--- src/rtl/evt_uart_pkg.sv ---
// Shared types and constants for the event UART logger.
// Build option EVT_UART_TIMESTAMP_EN adds an 8-bit timestamp to every entry and a third byte per event.
package evt_uart_pkg;

    typedef enum logic [1:0] {
        ST_IDLE,
        ST_START,
        ST_DATA,
        ST_STOP
    } tx_state_t;

    localparam logic [3:0] HDR_NIBBLE = 4'hA;

`ifdef EVT_UART_TIMESTAMP_EN
    localparam int         ENTRY_W   = 18;
    localparam logic [1:0] NUM_BYTES = 2'd3;

    typedef struct packed {
        logic [7:0] ts;
        logic [1:0] chan;
        logic [7:0] data;
    } evt_entry_t;
`else
    localparam int         ENTRY_W   = 10;
    localparam logic [1:0] NUM_BYTES = 2'd2;

    typedef struct packed {
        logic [1:0] chan;
        logic [7:0] data;
    } evt_entry_t;
`endif

    function automatic logic [7:0] hdr_byte(input logic [1:0] chan);
        return {HDR_NIBBLE, 2'b00, chan};
    endfunction

endpackage

--- src/rtl/evt_uart_logger_if.sv ---
// Event bus from the upstream change detector into the logger.
interface evt_uart_logger_if;
    logic       evt_valid;
    logic [1:0] evt_chan;
    logic [7:0] evt_data;

    modport master (output evt_valid, output evt_chan, output evt_data);
    modport slave  (input  evt_valid, input  evt_chan, input  evt_data);
endinterface

--- src/rtl/evt_uart_tx_byte.sv ---
// 8N1 byte serialiser with its own baud counter; ready_o also rises in the last STOP cycle so
// back-to-back bytes follow each other with no idle gap.
module evt_uart_tx_byte
    import evt_uart_pkg::*;
#(
    parameter int CLKS_PER_BIT = 16
) (
    input  logic       clk,
    input  logic       rst_n,
    input  logic       load_i,
    input  logic [7:0] byte_i,
    output logic       ready_o,
    output logic       tx_o
);

    localparam logic [7:0] BAUD_LAST = 8'(CLKS_PER_BIT - 1);

    tx_state_t  state_q;
    logic [7:0] baud_q;
    logic [7:0] shift_q;
    logic [2:0] bit_q;
    logic       tx_q;
    logic       bit_end;

    assign bit_end = (baud_q == BAUD_LAST);
    assign ready_o = (state_q == ST_IDLE) || ((state_q == ST_STOP) && bit_end);
    assign tx_o    = tx_q;

    // NOTE: every register in a clocked block is updated with <= so all of them see the
    // pre-edge values of each other, independent of statement order.
    always_ff @(posedge clk or negedge rst_n) begin
        if (!rst_n) begin
            state_q <= ST_IDLE;
            baud_q  <= '0;
            shift_q <= '0;
            bit_q   <= '0;
            tx_q    <= 1'b1;
        end else begin
            baud_q <= ((state_q == ST_IDLE) || bit_end) ? '0 : baud_q + 8'd1;
            case (state_q)
                ST_IDLE: begin
                    if (load_i) begin
                        state_q <= ST_START;
                        shift_q <= byte_i;
                        tx_q    <= 1'b0;
                    end
                end
                ST_START: begin
                    if (bit_end) begin
                        state_q <= ST_DATA;
                        tx_q    <= shift_q[0];
                        shift_q <= {1'b0, shift_q[7:1]};
                        bit_q   <= '0;
                    end
                end
                ST_DATA: begin
                    if (bit_end) begin
                        if (bit_q == 3'd7) begin
                            state_q <= ST_STOP;
                            tx_q    <= 1'b1;
                        end else begin
                            tx_q    <= shift_q[0];
                            shift_q <= {1'b0, shift_q[7:1]};
                            bit_q   <= bit_q + 3'd1;
                        end
                    end
                end
                ST_STOP: begin
                    if (bit_end) begin
                        if (load_i) begin
                            state_q <= ST_START;
                            shift_q <= byte_i;
                            tx_q    <= 1'b0;
                        end else begin
                            state_q <= ST_IDLE;
                        end
                    end
                end
                default: state_q <= ST_IDLE;
            endcase
        end
    end

endmodule

--- src/rtl/evt_uart_logger.sv ---
// Change-event logger: FIFO of {chan, data} entries drained as header+data UART frames.
// Build option EVT_UART_TIMESTAMP_EN stores a tick timestamp per entry and sends it as a third byte.
module evt_uart_logger
    import evt_uart_pkg::*;
#(
    parameter int CLKS_PER_BIT = 16,
    parameter int FIFO_DEPTH   = 4
) (
    input  logic               clk,
    input  logic               rst_n,
    evt_uart_logger_if.slave   evt,
    input  logic               ovf_clr,
    output logic               tx,
    output logic               busy,
    output logic               fifo_full,
    output logic               overflow,
    output logic [4:0]         fifo_count
);

    localparam int         PTR_W = $clog2(FIFO_DEPTH);
    localparam logic [4:0] DEPTH = 5'(FIFO_DEPTH);

    logic [ENTRY_W-1:0] mem_q [FIFO_DEPTH];
    logic [PTR_W-1:0]   wr_ptr_q;
    logic [PTR_W-1:0]   rd_ptr_q;
    logic [4:0]         count_q;
    logic               ovf_q;
    logic               busy_q;
    logic [1:0]         byte_idx_q;
    logic [7:0]         hold_data_q;

    evt_entry_t head;
    evt_entry_t push_entry;
    logic       full;
    logic       pop;
    logic       push;
    logic       drop;
    logic       byte_ready;
    logic       byte_load;
    logic [7:0] byte_val;

`ifdef EVT_UART_TIMESTAMP_EN
    logic [7:0] presc_q;
    logic [7:0] ts_q;
    logic [7:0] hold_ts_q;

    // Free-running tick: one increment every CLKS_PER_BIT cycles, wrapping at 8 bits.
    always_ff @(posedge clk or negedge rst_n) begin
        if (!rst_n) begin
            presc_q <= '0;
            ts_q    <= '0;
        end else if (presc_q == 8'(CLKS_PER_BIT - 1)) begin
            presc_q <= '0;
            ts_q    <= ts_q + 8'd1;
        end else begin
            presc_q <= presc_q + 8'd1;
        end
    end
`endif

    // NOTE: every signal driven here gets a value before any branch, so no latch can be inferred.
    always_comb begin
        push_entry      = '0;
        push_entry.chan = evt.evt_chan;
        push_entry.data = evt.evt_data;
`ifdef EVT_UART_TIMESTAMP_EN
        push_entry.ts   = ts_q;
`endif
        head = evt_entry_t'(mem_q[rd_ptr_q]);
    end

    // A pop frees a slot in the same cycle, so a push at full is accepted when a pop coincides.
    assign full = (count_q == DEPTH);
    assign pop  = !busy_q && (count_q != '0);
    assign push = evt.evt_valid && (!full || pop);
    assign drop = evt.evt_valid && full && !pop;

    // NOTE: the storage array has no reset; emptiness is defined by the pointers and count alone.
    always_ff @(posedge clk) begin
        if (push) mem_q[wr_ptr_q] <= push_entry;
    end

    always_ff @(posedge clk or negedge rst_n) begin
        if (!rst_n) begin
            wr_ptr_q <= '0;
            rd_ptr_q <= '0;
            count_q  <= '0;
            ovf_q    <= 1'b0;
        end else begin
            if (push) wr_ptr_q <= wr_ptr_q + PTR_W'(1);
            if (pop)  rd_ptr_q <= rd_ptr_q + PTR_W'(1);
            case ({push, pop})
                2'b10:   count_q <= count_q + 5'd1;
                2'b01:   count_q <= count_q - 5'd1;
                default: count_q <= count_q;
            endcase
            if (ovf_clr)   ovf_q <= 1'b0;
            else if (drop) ovf_q <= 1'b1;
        end
    end

    // Sequencer: the header goes straight from the FIFO head at the pop; later bytes come from hold.
    always_ff @(posedge clk or negedge rst_n) begin
        if (!rst_n) begin
            busy_q      <= 1'b0;
            byte_idx_q  <= '0;
            hold_data_q <= '0;
`ifdef EVT_UART_TIMESTAMP_EN
            hold_ts_q   <= '0;
`endif
        end else if (pop) begin
            busy_q      <= 1'b1;
            byte_idx_q  <= 2'd1;
            hold_data_q <= head.data;
`ifdef EVT_UART_TIMESTAMP_EN
            hold_ts_q   <= head.ts;
`endif
        end else if (busy_q && byte_ready) begin
            if (byte_idx_q == NUM_BYTES) busy_q <= 1'b0;
            else                         byte_idx_q <= byte_idx_q + 2'd1;
        end
    end

    always_comb begin
        byte_load = 1'b0;
        byte_val  = hdr_byte(head.chan);
        if (pop) begin
            byte_load = 1'b1;
        end else if (busy_q && byte_ready && (byte_idx_q != NUM_BYTES)) begin
            byte_load = 1'b1;
`ifdef EVT_UART_TIMESTAMP_EN
            byte_val  = (byte_idx_q == 2'd1) ? hold_data_q : hold_ts_q;
`else
            byte_val  = hold_data_q;
`endif
        end
    end

    evt_uart_tx_byte #(
        .CLKS_PER_BIT(CLKS_PER_BIT)
    ) u_tx_byte (
        .clk     (clk),
        .rst_n   (rst_n),
        .load_i  (byte_load),
        .byte_i  (byte_val),
        .ready_o (byte_ready),
        .tx_o    (tx)
    );

    assign busy       = busy_q;
    assign fifo_full  = full;
    assign overflow   = ovf_q;
    assign fifo_count = count_q;

endmodule

--- src/flat_wrapper.sv ---
// flat-port wrapper written by rule: the top's interface ports become plain ports
module evt_uart_logger_flat import evt_uart_pkg::*;
#(
    parameter int CLKS_PER_BIT = 16,
    parameter int FIFO_DEPTH   = 4
)
  (clk, rst_n, ovf_clr, tx, busy, fifo_full, overflow, fifo_count, evt_evt_valid, evt_evt_chan, evt_evt_data);
  evt_uart_logger_if evt_i ();
  input  logic clk;
  input  logic rst_n;
  input  logic ovf_clr;
  output logic tx;
  output logic busy;
  output logic fifo_full;
  output logic overflow;
  output logic [4:0] fifo_count;
  input wire logic [$bits(evt_i.evt_valid)-1:0] evt_evt_valid;
  input wire logic [$bits(evt_i.evt_chan)-1:0] evt_evt_chan;
  input wire logic [$bits(evt_i.evt_data)-1:0] evt_evt_data;
  assign evt_i.evt_valid = evt_evt_valid;
  assign evt_i.evt_chan = evt_evt_chan;
  assign evt_i.evt_data = evt_evt_data;
  evt_uart_logger #(.CLKS_PER_BIT(CLKS_PER_BIT), .FIFO_DEPTH(FIFO_DEPTH)) u_core (.clk(clk), .rst_n(rst_n), .evt(evt_i), .ovf_clr(ovf_clr), .tx(tx), .busy(busy), .fifo_full(fifo_full), .overflow(overflow), .fifo_count(fifo_count));
endmodule
--- config.mk ---
export PLATFORM = sky130hd
export DESIGN_NAME = evt_uart_logger_flat
export DESIGN_NICKNAME = d
export VERILOG_FILES = /design/src/rtl/evt_uart_pkg.sv /design/src/rtl/evt_uart_logger_if.sv /design/src/rtl/evt_uart_tx_byte.sv /design/src/rtl/evt_uart_logger.sv /design/src/flat_wrapper.sv
export SDC_FILE = /design/constraint.sdc
export NUM_CORES = 1
export LEC_CHECK = 0
export CORE_ASPECT_RATIO = 0.8
export CORE_MARGIN = 2
export CORE_UTILIZATION = 25
export CTS_CLUSTER_SIZE = 12
export DETAILED_ROUTE_END_ITERATION = 12
export HOLD_SLACK_MARGIN = 0.05
export PLACE_DENSITY = 0.45
export SLEW_MARGIN = 20
export SYNTH_ARGS = -nofsm -noshare
export SYNTH_HDL_FRONTEND = slang
export SYNTH_SLANG_ARGS = --single-unit
--- constraint.sdc ---
create_clock -name clk -period 2 [get_ports clk]
set_input_delay 0.3 -clock clk [delete_from_list [all_inputs] [get_ports clk]]
set_output_delay 0.3 -clock clk [all_outputs]
set_load 0.005 [all_outputs]
==> results of run 1 <==
[flip-flops by register name, summed over array words and instances, names as in the netlist, 2 cells and up]
signal and count:
u_core.mem_q 40, u_core.byte_idx_q 2, u_core.rd_ptr_q 2, u_core.hold_data_q 8, u_core.fifo_count 5, u_core.wr_ptr_q 2, u_core.u_tx_byte.shift_q 8, u_core.u_tx_byte.state_q 2
u_core.u_tx_byte.baud_q 8, u_core.u_tx_byte.bit_q 3
[cell type report]
cell class              instances  area [µm²]  area share, %
clock buffers                   9         225           4.59
clock inverters                 7        60.1           1.22
inverters                      14        52.6           1.07
multi-input cells             179        1440           29.3
flip-flops and latches         83        2280           46.4
well taps                     189         236           4.82
repair buffers                 64         618           12.6
[Yosys cell counts, drive strengths merged, types with 2 or more instances]
cell type / instances
nand2: 43
dfrtp: 42
edfxtp: 40
ha: 15
inv: 14
a21oi: 13
nor2: 13
o21ai: 11
mux4: 10
xnor2: 10
clkbuf: 8
nor3: 8
and2: 7
buf: 6
a21o: 4
and3b: 4
mux2i: 4
nor2b: 4
a221oi: 3
a22o: 3
a31oi: 3
and3: 3
nand3: 3
xor2: 3
mux2: 2
nor4: 2
o31ai: 2
[metal layers]
layer	vias up	GRT usage, %
met5	-	0
met4	0	2.60
met3	7	3.51
met2	24	14.6
met1	1118	14.4
li1	1155	-
[worst paths after layout]
check | start | to | slack, ns | cells past startpoint
worst max-delay path | u_core.fifo_count[1] | u_core.fifo_count[4] | -0.02 | 10
worst min-delay path | u_core.u_tx_byte.baud_q[0] | u_core.u_tx_byte.baud_q[0] | 0.46 | 1
worst max register to register | u_core.fifo_count[1] | u_core.fifo_count[4] | -0.02 | 10
worst min register to register | u_core.u_tx_byte.baud_q[0] | u_core.u_tx_byte.baud_q[0] | 0.46 | 1
max in group asynchronous | rst_n | u_core.fifo_count[0] | 1.00 | 3
min in group asynchronous | rst_n | u_core.u_tx_byte.baud_q[5] | 0.48 | 2
[where the power goes]
group	total (µW)	switching [µW]	internal (µW)
combinational	3230	1530	1710
clock	1570	711	862
sequential	2670	319	2350
total	7480	2560	4920
[placed cells by master, fill, tap and decap left out, types with 2 or more instances in the layout]
| cell type | n |
|---|---|
| nor4_4 | 2 |
| nor2_1 | 11 |
| o21ai_0 | 10 |
| and2_2 | 5 |
| ha_4 | 2 |
| nand3_1 | 3 |
| mux2i_1 | 4 |
| dfrtp_1 | 41 |
| and3b_1 | 4 |
| nor3_1 | 8 |
| a221oi_1 | 3 |
| clkdlybuf4s50_1 | 20 |
| mux4_2 | 10 |
| a31oi_1 | 3 |
| inv_2 | 2 |
| a22o_1 | 3 |
| clkbuf_16 | 9 |
| a21o_2 | 2 |
| o31ai_1 | 2 |
| inv_1 | 12 |
| nor2b_1 | 4 |
| inv_8 | 2 |
| xor2_1 | 3 |
| nor2_4 | 2 |
| and3_1 | 3 |
| clkinvlp_4 | 2 |
| ha_1 | 13 |
| a21oi_2 | 4 |
| nand2_1 | 43 |
| xnor2_1 | 10 |
| edfxtp_1 | 40 |
| a21o_1 | 2 |
| buf_4 | 33 |
| buf_12 | 6 |
| a21oi_1 | 9 |
[stage by stage]
step	hold WS, ns	cells	total power, µW
after global placement	0.314	519	5810
after floorplan	0.00441	290	4710
after detailed placement	0.308	519	5860
after CTS	0.468	541	7550
after global routing	0.483	545	8090
final	0.464	545	7480
[cell families (layout without fill, tap and decap cells)]
group | Yosys count | in the layout | share of synthesized area, %
and+or+nand+nor | 88 | 88 | 12.0
AOI/OAI and AO/OA | 46 | 46 | 8.60
DFF | 83 | 83 | 60.0
muxes | 16 | 16 | 7.68
xor gates and xnor gates | 13 | 13 | 3.00
buffers and inverters | 28 | 94 | 3.26
adders and majority gates | 16 | 16 | 5.47
[repair_timing]
action / CTS / global route
hold buffers: 1 / 0
gates resized for setup: 4 / 4
setup endpoints to repair: 3 / 4
buffers inserted: 5 / 4
hold endpoints to repair: 19 / 0
pin swaps: 8 / 1
[worst reg2reg max path, cell delays in order, from the launching register on]
cell,delay (ns)
dfrtp_1,0.41
nor4_4,0.30
a21o_2,0.20
nor2_4,0.06
inv_2,0.07
fa_2,0.20
inv_2,0.03
a21o_1,0.15
a21oi_2,0.16
mux2i_1,0.23
xnor2_1,0.14
==> impl_metrics.py, run 1 <==
metrics = {
    "run": {
        "maxCapViolCount": 0,
    },
    "grt": {
        "grt_pass1_wl_mm": 12.5,
        "grt_usage_pct": 10.1,
        "first_global_vias": 2422,
        "grt_overflow": 0,
        "grt_max_degree": 24,
        "antenna_found_initial": 0,
    },
    "worst_setup_path": {
        "path_cells": "nor4_4 -> a21o_2 -> nor2_4 -> inv_2 -> fa_2 -> inv_2 -> a21o_1 -> a21oi_2 -> mux2i_1 -> xnor2_1",
        "cp.buffers_inverters": 2,
        "crit_slowest_cell": "dfrtp_1",
        "crit_family": "compound AO/OA/AOI/OAI gates",
        "worstPathMaxFanout": 4,
        "slowest_delay_ns": 0.41,
        "path_common_cell": "inv_2",
        "cp-end-kind": "flop",
        "worstSetupStartpointType": "flop",
        "worst_ep_required_time_ns": 2.26,
        "path_class": "reg2reg",
        "crit_arrival_ns": 2.28,
    },
    "synth": {
        "syn-num-nets": 320,
        "synth.largest_area_cell": "edfxtp_1",
        "synth_flop_cell": "dfrtp_1",
        "synth-edff-count": 40,
        "yosysTopAreaCellShare_pct": 31.6,
        "yosysSeqAreaShare_pct": 60.0,
        "ys_seq_elements": 83,
        "syn_inst": 290,
        "async_flop_share_pct": 51.8,
        "syn_area_per_cell_um2": 13.1,
        "synth_area_leaders": "edfxtp_1, dfrtp_1, mux4_2",
        "yosys_warnings": 0,
        "syn-cell-area_mm2": 0.00380,
        "synth_cell_types": 46,
    },
    "routing": {
        "met3_length_um": 217,
        "top_layer": "met4",
        "met1_length_mm": 3.80,
        "vias": 2304,
        "drc": 0,
        "first_pass_iters": 4,
        "viasPerCell": 4.23,
        "drt_iter0_drc": 67,
        "wl_met2_mm": 3.25,
        "ant_nets": 0,
        "wl_mm": 7.34,
        "wl_per_cell_um": 13.5,
    },
    "sta": {
        "rsz0062_at_grt": "yes",
        "worst_slack_ns": -0.0234,
        "maxSlewViolCount": 0,
        "period_minus_slack_ns": 2.02,
        "fmax_mhz": 494,
        "final-hold-violation-count": 0,
        "setup-tns-final_ns": -0.0234,
        "max_slew_margin_pct": 64.2,
        "fin_crit_sh_pct": 101,
        "fin_skew_ns": 0.00450,
        "setup_violations": 1,
        "worst-slew-pin-transition_ns": 0.536,
    },
    "placement": {
        "dpl_worst_slack_ns": -0.0903,
        "dpl_cell_area_mm2": 0.00451,
        "place_congestion": 0.731,
        "hpwl_mm": 5.13,
        "port_buffers": 22,
    },
    "power": {
        "ir_worst_vdd_v": 0.000511,
        "power_leakage_uw": 0.00203,
        "powerDensity_mw_per_mm2": 1520,
    },
    "layout": {
        "syn_to_final_growth_pct": 29.3,
        "layout-drive-gt1-share_pct": 26.7,
        "postLayoutCoreUtil_pct": 32.9,
        "fillers": 1471,
        "num_antenna_cells": 0,
        "final_nets": 381,
        "stdcell_area_mm2": 0.00491,
    },
    "clock_network": {
        "cts_sinks": 83,
        "h-tree-depth": 3,
        "cts_tree": "built",
        "worstSkewPairLatency_ns": 0.34,
        "clockBufferDepth": 2,
        "cts_buffers": 9,
        "root_buffer": "clkbuf_16",
        "clk_pin_slew_ns": 0.06,
    },
    "min_path": {
        "min_path_type": "reg2reg",
    },
    "floorplan": {
        "io_pins": 23,
        "die_w_um": 142,
        "core_area_mm2": 0.0149,
        "start_util_pct": 25.5,
        "dieArea_mm2": 0.0162,
        "rows": 40,
        "die_h_um": 114,
    },
    "run_status": {
        "status": "finished, violations left",
        "failed_checks": "negative setup slack",
    },
}
(Power assumes the default switching activity.)
==> run 2, diff against run 1 <==
DONT_BUFFER_PORTS = 1   (was unset)
PLACE_DENSITY = 0.43   (was 0.45)
SLEW_MARGIN = unset   (was 20)
==> run 2 against run 1 <==
Effect of this change: the run now ends clean; utilization decreased by 1.6 points; worst setup slack better by 0.058 ns; clock skew grew 0.0039 ns; combinational power fell by 9.3%; die area did not move; sequential power about the same; count of clock-buffer cells in the layout unchanged; flip-flop and latch count unchanged; cell count fell by 4.2%; critical path type unchanged; critical endpoint is now u_core.fifo_count[3]; highest routed layer unchanged.
==> impl_metrics.py, run 2 (synthesis results as in run 1) <==
metrics = {
    "sta": {
        "max_slew_margin_pct": 76.3,
        "whs_ns": 0.145,
        "maxSlewViolCount": 0,
        "period_minus_slack_ns": 1.97,
        "worst_slack_ns": 0.0348,
        "fin_crit_sh_pct": 98.3,
        "worst-slew-pin-transition_ns": 0.353,
        "setup_violations": 0,
        "rsz0062_at_grt": "yes",
        "fmax_mhz": 509,
        "fin_skew_ns": 0.00839,
        "final-hold-violation-count": 0,
    },
    "power": {
        "ir_worst_vdd_v": 0.000575,
        "p_switching_uw": 2540,
        "p_seq_share_pct": 36.6,
        "pwr-share-clk_pct": 22.9,
        "p_int_uw": 4680,
        "switching_share_pct": 35.2,
        "power_leakage_uw": 0.00193,
        "power_frac_comb_pct": 40.5,
        "powerDensity_mw_per_mm2": 1550,
    },
    "layout": {
        "fin_cells": 522,
        "final_nets": 358,
        "largest_reg_flops": 40,
        "postLayoutCoreUtil_pct": 31.3,
        "num_antenna_cells": 0,
        "final_cell_mix": "nand2_1, dfrtp_1, edfxtp_1, buf_4, ha_1",
        "layout_commonest_cell": "nand2_1",
        "syn_to_final_growth_pct": 22.9,
        "layout-drive-gt1-share_pct": 24.3,
        "top_register": "u_core.mem_q",
    },
    "worst_setup_path": {
        "worst_ep_required_time_ns": 2.22,
        "worstSetupStartpointType": "flop",
        "crit_arrival_ns": 2.19,
        "path_cells": "nor4_4 -> a21o_2 -> nor2_4 -> ha_1 -> a21o_2 -> a21oi_2 -> xnor2_1 -> mux2_4",
        "cp-end-kind": "flop",
        "worstPathMaxFanout": 5,
        "path_class": "reg2reg",
        "slowest_delay_ns": 0.41,
        "path_common_cell": "a21o_2",
        "crit_slowest_cell": "dfrtp_1",
    },
    "grt": {
        "grt_overflow": 0,
        "grt_pass1_wl_mm": 12.3,
        "grt_usage_pct": 9.87,
        "grt_max_degree": 44,
        "antenna_found_initial": 0,
        "first_global_vias": 2333,
    },
    "floorplan": {
        "die_h_um": 114,
        "core_area_mm2": 0.0149,
        "start_util_pct": 25.5,
        "rows": 40,
        "dieArea_mm2": 0.0162,
        "die_w_um": 142,
        "io_pins": 23,
    },
    "routing": {
        "wl_mm": 7.08,
        "vias": 2226,
        "drc": 0,
        "ant_nets": 0,
        "wl_per_cell_um": 13.6,
        "first_pass_iters": 4,
        "viasPerCell": 4.26,
        "drt_iter0_drc": 58,
    },
    "clock_network": {
        "root_buffer": "clkbuf_16",
        "cts_sinks": 83,
        "worstSkewPairLatency_ns": 0.34,
        "clk_pin_slew_ns": 0.07,
        "clockBufferDepth": 2,
        "cts_buffers": 9,
        "h-tree-depth": 3,
        "cts_tree": "built",
    },
    "placement": {
        "dpl_worst_slack_ns": 0.00614,
        "hpwl_mm": 4.91,
        "port_buffers": 0,
        "place_congestion": 0.740,
        "placedCellCount": 491,
    },
    "run": {
        "maxCapViolCount": 0,
    },
    "run_status": {
        "status": "finished, final reports clean",
    },
    "min_path": {
        "min_path_type": "in2reg",
    },
}
==> run 2: metal layers <==
layer	share of wire, %	track usage (%)	vias to the layer above
met1	52	13.6	1080
met3	3.7	3.39	3
li1	-	-	1114
met5	0	0	-
met2	44	14.8	29
met4	0.38	2.80	0
==> run 2: path summary, 6_finish.rpt <==
kind	from	to	slack, ns	cells past startpoint
worst max-delay path	u_core.fifo_count[4]	u_core.fifo_count[3]	0.03	8
worst min-delay path	evt_evt_valid	u_core.overflow	0.15	2
worst max register to register	u_core.fifo_count[4]	u_core.fifo_count[3]	0.03	8
worst min register to register	u_core.hold_data_q[2]	u_core.hold_data_q[2]	0.47	2
max in group asynchronous	rst_n	u_core.u_tx_byte.tx_o	1.27	2
min in group asynchronous	rst_n	u_core.u_tx_byte.baud_q[5]	0.45	2
==> run 2: cell type report <==
class	instances	area [µm²]
clock inverters	7	75.1
well taps	189	236
multi-input cells	179	1420
repair buffers	41	374
flip-flops and latches	83	2280
clock buffers	9	225
fillers	1509	10200
inverters	14	52.6
==> run 2: critical path: cells and delay by family (launching register included) <==
family | cells | cell delay (ns)
muxes | 1 | 0.26
and+or+nand+nor | 2 | 0.35
AOI/OAI and AO/OA | 3 | 0.50
DFF | 1 | 0.41
xor gates and xnor gates | 1 | 0.07
adders and majority gates | 1 | 0.26
==> run 2: power by group through the flow <==
stage	registers (µW)	logic [µW]	clock network [µW]
after floorplan	2640	2060	0
after global placement	2680	2890	0
after detailed placement	2690	2920	0
after CTS	2660	2990	1710
after global routing	2720	3300	1790
final	2640	2930	1650
==> run 2: what timing repair did <==
item,in CTS,in global routing
hold endpoints to repair,84,0
hold buffers,13,0
gates resized for setup,2,2
endpoints found under the setup margin,1,3
setup buffers,2,0
pin swaps,7,2
==> run 2: metrics by stage <==
step / TNS [ns] / instance area (µm²) / power, µW
global placement: 0 / 4200 / 5560
floorplan: -0.141 / 3820 / 4710
finish: 0 / 4670 / 7220
global route: -0.199 / 4670 / 7810
CTS: 0 / 4660 / 7360
detailed placement: 0 / 4200 / 5610
==> run 3, diff against run 2 <==
GPL_TIMING_DRIVEN = 1   (was unset)
==> results of run 3 <==
The final DEF is identical to that of run 2; final timing and power are the same.
